File: src/rtl/led_fade_pwm_driver.sv
// rtl/led_fade_pwm_driver.sv - 8-LED fade engine with shared-counter PWM output and raw bypass
module led_fade_pwm_driver #(
    parameter int PWM_DIV  = 196,
    parameter int FADE_DIV = 50000,
    parameter int STEP     = 8
) (
    input  logic       clk_50M,
    input  logic       reset,
    input  logic [7:0] pattern_in,
    input  logic       bypass,
    output logic [7:0] led_out,
    output logic       settled
);

    localparam int PRE_W  = (PWM_DIV > 1) ? $clog2(PWM_DIV) : 1;
    localparam int FADE_W = (FADE_DIV > 1) ? $clog2(FADE_DIV) : 1;
    localparam logic [PRE_W-1:0]  PRE_MAX  = PRE_W'(PWM_DIV - 1);
    localparam logic [FADE_W-1:0] FADE_MAX = FADE_W'(FADE_DIV - 1);
    localparam logic [8:0]        STEP9    = 9'(STEP);
    localparam logic [7:0]        STEP8    = 8'(STEP);

    logic [7:0]        pattern_reg;
    logic [PRE_W-1:0]  pre_cnt;
    logic [7:0]        pwm_cnt;
    logic [FADE_W-1:0] fade_cnt;
    logic              fade_tick;
    logic [7:0]        level     [8];
    logic [7:0]        level_nxt [8];
    logic [7:0]        led_nxt;
    logic [7:0]        at_target;

    // One fade step toward the target endpoint; the 9-bit sum saturates instead of wrapping
    function automatic logic [7:0] fade_step(input logic [7:0] lvl, input logic tgt);
        logic [8:0] sum;
        sum = {1'b0, lvl} + STEP9;
        if (tgt) begin
            return sum[8] ? 8'hFF : sum[7:0];
        end
        return (lvl > STEP8) ? (lvl - STEP8) : 8'h00;
    endfunction

    assign fade_tick = (fade_cnt == FADE_MAX);
    assign settled   = &at_target;

    // PWM prescaler, shared PWM counter and fade interval counter
    always_ff @(posedge clk_50M) begin
        if (reset) begin
            pre_cnt  <= '0;
            pwm_cnt  <= '0;
            fade_cnt <= '0;
        end else begin
            if (pre_cnt == PRE_MAX) begin
                pre_cnt <= '0;
                pwm_cnt <= pwm_cnt + 8'd1;
            end else begin
                pre_cnt <= pre_cnt + PRE_W'(1);
            end
            fade_cnt <= fade_tick ? '0 : fade_cnt + FADE_W'(1);
        end
    end

    // Per-LED brightness levels move only on fade ticks, also while bypassed
    always_ff @(posedge clk_50M) begin
        if (reset) begin
            for (int i = 0; i < 8; i++) level[i] <= 8'h00;
        end else if (fade_tick) begin
            for (int i = 0; i < 8; i++) level[i] <= level_nxt[i];
        end
    end

    // Input capture and registered pin drive
    always_ff @(posedge clk_50M) begin
        if (reset) begin
            pattern_reg <= 8'h00;
            led_out     <= 8'h00;
        end else begin
            pattern_reg <= pattern_in;
            led_out     <= led_nxt;
        end
    end

    // Next level, PWM compare (level 255 forced fully on) and per-LED settled flags
    always_comb begin
        led_nxt   = 8'h00;
        at_target = 8'h00;
        for (int i = 0; i < 8; i++) begin
            level_nxt[i] = fade_step(level[i], pattern_reg[i]);
            if (bypass) begin
                led_nxt[i] = pattern_reg[i];
            end else if (level[i] == 8'hFF) begin
                led_nxt[i] = 1'b1;
            end else begin
                led_nxt[i] = (level[i] > pwm_cnt);
            end
            at_target[i] = (level[i] == (pattern_reg[i] ? 8'hFF : 8'h00));
        end
    end

endmodule

File: config.mk
export PLATFORM = sky130hd
export DESIGN_NAME = led_fade_pwm_driver
export DESIGN_NICKNAME = d
export VERILOG_FILES = /design/src/rtl/led_fade_pwm_driver.sv
export SDC_FILE = /design/constraint.sdc
export NUM_CORES = 1
export LEC_CHECK = 0
export ABC_AREA = 1
export CAP_MARGIN = 20
export CORE_MARGIN = 2
export CORE_UTILIZATION = 38
export CTS_BUF_LIST = sky130_fd_sc_hd__clkbuf_16
export CTS_CLUSTER_SIZE = 8
export DETAILED_ROUTE_END_ITERATION = 16
export PLACE_DENSITY = 0.5
export SLEW_MARGIN = 30
export SYNTH_ARGS = -nofsm -noshare
export SYNTH_HDL_FRONTEND = slang
export SYNTH_SLANG_ARGS = --single-unit
File: constraint.sdc
create_clock -name clk_50M -period 2 [get_ports clk_50M]
set_clock_uncertainty 0.1 [all_clocks]
set_input_delay 0.5 -clock clk_50M [delete_from_list [all_inputs] [get_ports clk_50M]]
set_output_delay 0.5 -clock clk_50M [all_outputs]
set_load 0.01 [all_outputs]
=== Word level (Yosys, flattened, before mapping) ===
Memories as Yosys holds them, arrays and structs flattened.
Index checks and enable logic that the tools add are counted.

* Flip-flop bits (word level): 48
* RAM bits: 64
* Input port bits: 11
* Memories: 1
* Output and inout bits: 9
* Logic and storage cells: 147

{| class="wikitable"
|+ Memories
! name !! depth !! width !! rd ports !! clocked after Yosys merged registers in !! write ports !! RTL line !! RTL
|-
| level || 8 || 8 || 8 || 0 || 8 || 27 || <nowiki>logic [7:0] level [8];</nowiki>
|}

* Add/sub/neg operators: 19
* Eq/ne operators: 18
* Order comparisons: 16
* Bitwise operators: 8
* Mux-type cells: 77
* Reduce and logical (&&, ||, !) cells: 3

{| class="wikitable"
|+ Operators with widths
! operator !! count
|-
| $mux 8 || 48
|-
| $add 8x4->9 const B || 8
|-
| $eq 8x8->1 const B || 9
|-
| $eq 8x8->1 || 8
|-
| $gt 8x4->1 const B || 8
|-
| $gt 8x8->1 || 8
|-
| $sub 8x4->8 const B || 8
|-
| $mux 1 || 29
|-
| $add 16x1->16 const B || 1
|-
| $add 8x1->8 const B || 2
|-
| $eq 16x16->1 const B || 1
|-
| $or 1x1->1 || 8
|-
| $reduce_and 8->1 || 1
|-
| $reduce_or 2->1 || 2
|}

=== Logic depth before layout (Yosys ltp) ===
Gate-level depths: netlist of the first run.

* Depth after elaboration: 5
* Depth in mapped cells: 11
* Depth with buffers taken out: 11

=== Least setup slack after synthesis of the first run ===
Ideal clock, no wire load.

* Kind: register to output
* Start point: memory level[1][5], in the netlist level[0][13]
* End point: output port settled
* Stages on the path, launching flop included: 9
* Slack: 0.156 ns
* Data arrival time: 1.244 ns
* Path buffers: 1
* Cells stage by stage: edfxtp_1 clkbuf_2 nor2_1 nand2_1 o21ai_0 nand2_1 nor2_1 nand2_1 nor2_1

{| class="wikitable"
|+ RTL lines
! item !! RTL line !! RTL
|-
| start: declaration || 27 ||
|-
| end: declaration || 12 || <nowiki>output logic settled</nowiki>
|}

==> results.md, run 1 <==
* Status: finished, violations left
* Violated checks: negative setup slack
* DRC at 0
* Row count at 51
* Clk slew on worst S/H paths at 70 ps
* TritonCTS Sinks at 96
* Pre-antenna DRT Iters at 5
* Met3 WL post-DR at 579 um
* Cell count after synthesis at 1082
* Synth-to-Final Area Change at 33.0%
* Post-synth top area share at 19.1%
* Largest delay share family, worst path: simple AND/OR/NAND/NOR gates
* Top achievable clock speed at 433 MHz
* Total core area at 19500 um^2
* Pwr dens at just over 500 nW/um^2
* Largest regs: level: 48 flops, fade_cnt: 16 flops
* Final instance area at 10100 um^2
* Cell Area, Synth at 7560 um^2
* Finished Core Util at 51.6%
* Final Instance Count excl. Fillers at 1570
* WL met1 at 10100 um
* Biggest area consumer among synthesized cells: edfxtp_1
* FF+latch count, synth at 96
* Die width at 145 um
* Hold Vio Cnt, Final at 0
* Worst setup EP type: primary output
* Global-route usage over all layers at between 10% and 20%
* Clk pwr share at between 30% and 40%
* Top layer in use: met4
* Initial antenna violation count at 0
* Worst path bufs/invs at 2
* # diodes at 0
* Sequential area share after synthesis at 31.8%
* DR vias/cell at 4.68
* CP Launch Type: register
* Switch share at 27.9%
* Setup ws final at -310 ps
* Critical Path, Cell by Cell: inv_2 > nand2_4 > nor2_4 > nand2_1 > nand2_2 > nand2_1 > nor2_1 > nand2_2 > nor2_2 > buf_2
* Vias in the first global route at 6952
* Largest net degree at the start of global routing at 23
* Synth Area per Inst at 6.98 um^2
* Clock Latency Late Sink at 360 ps
* CP Max Fanout at 3
* WL met2 at 9500 um
* Max H-tree Level at 3
* CTS root buffer: clkbuf_16
* Main synth FF type: edfxtp_1
* Setup WS pre-CTS at -519 ps
* Antenna Nets Post-Route at 0
* Initial Utilization at between 30% and 40%
* Worst EP required at 1400 ps
* Total grt overflow at 0
* Dpl hpwl at 15900 um
* Setup violations, final at 1
* CP arrival at roughly 1700 ps
* Placed cells at 1528
* Min Clock Period, post-route at 2310 ps
* Commonest cells in the synthesized netlist: nand2_1 (274), inv_1 (158), nor2_1 (135), a21oi_1 (84), ha_1 (83)
* RSZ-0062 raised after global routing: true
* Ports at 20
* Die area at 21000 um^2
* Post-CTS Hold Buffers at 0
* Max_slew headroom at 64.4%
* Post-synth EDFFs at 48
* First-pass GRT wire length at 33700 um
* Sw power at 1.46 mW
* CTS tree: built
* Nets@finish at between 1000 and 1500
* CP max-delay cell: edfxtp_1
* Number of DRC markers in iteration 0 at 328
* Ys Warns at 0
* Number of port buffers at 19
* Largest stage delay on the critical path at around 430 ps
* DR WL/cell at 13.0 um
* Cell variety after synth at 37
* Hold WC Path Type: register to register
* Routability cong. at between 0.8 and 0.9
* Top cells by area, synth: edfxtp_1 (19%), ha_1 (14%), nand2_1 (14%)
* Peak VDD IR at between 0.4 and 0.5 mV
* Async S/R FF share, synth at 0%
* Setup CP Type: register to primary output
* Pin slew with the least headroom to its limit at 531 ps
* Routed WL at between 20000 and 25000 um
* Combinational power share at 20.8%
* Most flop-heavy register: level
* Die height at 145 um
* CTS max path bufs at 2
* Net count of the mapped netlist at 1176
* Max Slew Vio Count at 0
* Reg power frac at 42.5%
* Period utilisation layout at 115%
* Share of cells above drive strength 1 at a little under a quarter
* Number of flip-flops in the largest register at 48
* Internal power at 3.77 mW
* Max-Cap Viols at 0
* CTS Buf Count at 9
* DP Area at 9450 um^2
* P_leak at 4.78 nW
* Via count at roughly 7300
* Most numerous cell in the Yosys netlist: nand2_1
## layout by cell type (no fill, tap or decap), drive strengths merged
cell	netlist	layout
nand2	277	277
buf	10	209
inv	160	163
nor2	152	152
a21oi	90	90
ha	83	83
nand3	51	51
edfxtp	48	48
dfxtp	48	48
o21ai	48	48
xor2	34	34
nand4	23	23
clkdlybuf4s50	0	18
nor3	15	15
clkbuf	10	12
a21o	9	9
or2	9	9
xnor2	4	4
a31oi	3	3
o22ai	2	2
clkinv	1	2
o211ai	1	1
and2	1	1
and3	1	1
a32oi	1	1
nor3b	1	1
## power by group through the flow
stage	Combinational (mW)	Clock [mW]	Sequential, mW
floorplan	0.541	0	2.27
finish	1.08	1.92	2.22
detailed placement	1.03	0	2.26
global route	1.23	2.02	2.23
global placement	1.02	0	2.26
CTS	1.05	1.96	2.22
## routing by layer
metal	track usage, %	vias up
met1	27.0	3318
met2	33.5	84
met4	4.36	0
met5	0	-
met3	2.74	11
li1	-	3934
## logic make-up (layout without fill, tap and decap cells)
logic type	count (synthesis)	in the layout	share of synthesized area (%)
AND/OR/NAND/NOR	530	530	29.7
buffers and inverters	181	404	9.45
AO/OA/AOI/OAI	154	154	11.0
flip-flops	96	96	31.8
adder cells (fa/ha/maj)	83	83	13.7
XOR/XNOR	38	38	4.40
## area by class of cell
type	instances	area [um^2]
multi-input cells	805	4520
inverters	161	604
fillers	1963	9410
clock buffers	12	300
flip-flops and latches	96	2400
well taps	265	332
clock inverters	4	27.5
repair buffers	227	1860
## worst reg2reg max path, stage by stage, from the launching register on
cell and delay (ps):
edfxtp_1 430, nor2_2 150, buf_4 120, buf_4 90
buf_4 90, buf_4 90, buf_4 90, buf_4 90
nand2_2 50, xor2_1 140, a21oi_2 140, nor2_2 50
## repair_timing
item,CTS,global route
pin swaps,7,20
endpoints found under the setup margin,1,2
buffers inserted,12,16
gates resized for setup,10,31
## per-stage QoR
| step | total power, mW | hold WS [ps] | setup TNS [ps] |
|---|---|---|---|
| after floorplan | 2.82 | 318 | 0 |
| after global placement | 3.28 | 330 | -9440 |
| after detailed placement | 3.29 | 342 | -9940 |
| after CTS | 5.23 | 356 | -344 |
| after global routing | 5.48 | 365 | -413 |
| final | 5.22 | 354 | -310 |
## worst paths after layout
check | from | end | slack [ps] | cells past startpoint
setup / recovery | level[1][21]$_SDFFCE_PP0P_ | settled | -310 | 10
hold reg to reg | fade_cnt[0]$_SDFF_PP0_ | fade_cnt[0]$_SDFF_PP0_ | 350 | 1
hold / removal | fade_cnt[0]$_SDFF_PP0_ | fade_cnt[0]$_SDFF_PP0_ | 350 | 1
setup reg to reg | level[0][28]$_SDFFCE_PN0P_ | level[0][30]$_SDFFCE_PN0P_ | 140 | 11
Note: power is estimated with default switching activity, not from simulation.
==> run 2, diff against run 1 <==
SLEW_MARGIN = 10   (was 30)
==> results of run 2 <==
The final DEF is identical to that of run 1; final timing and power are the same.
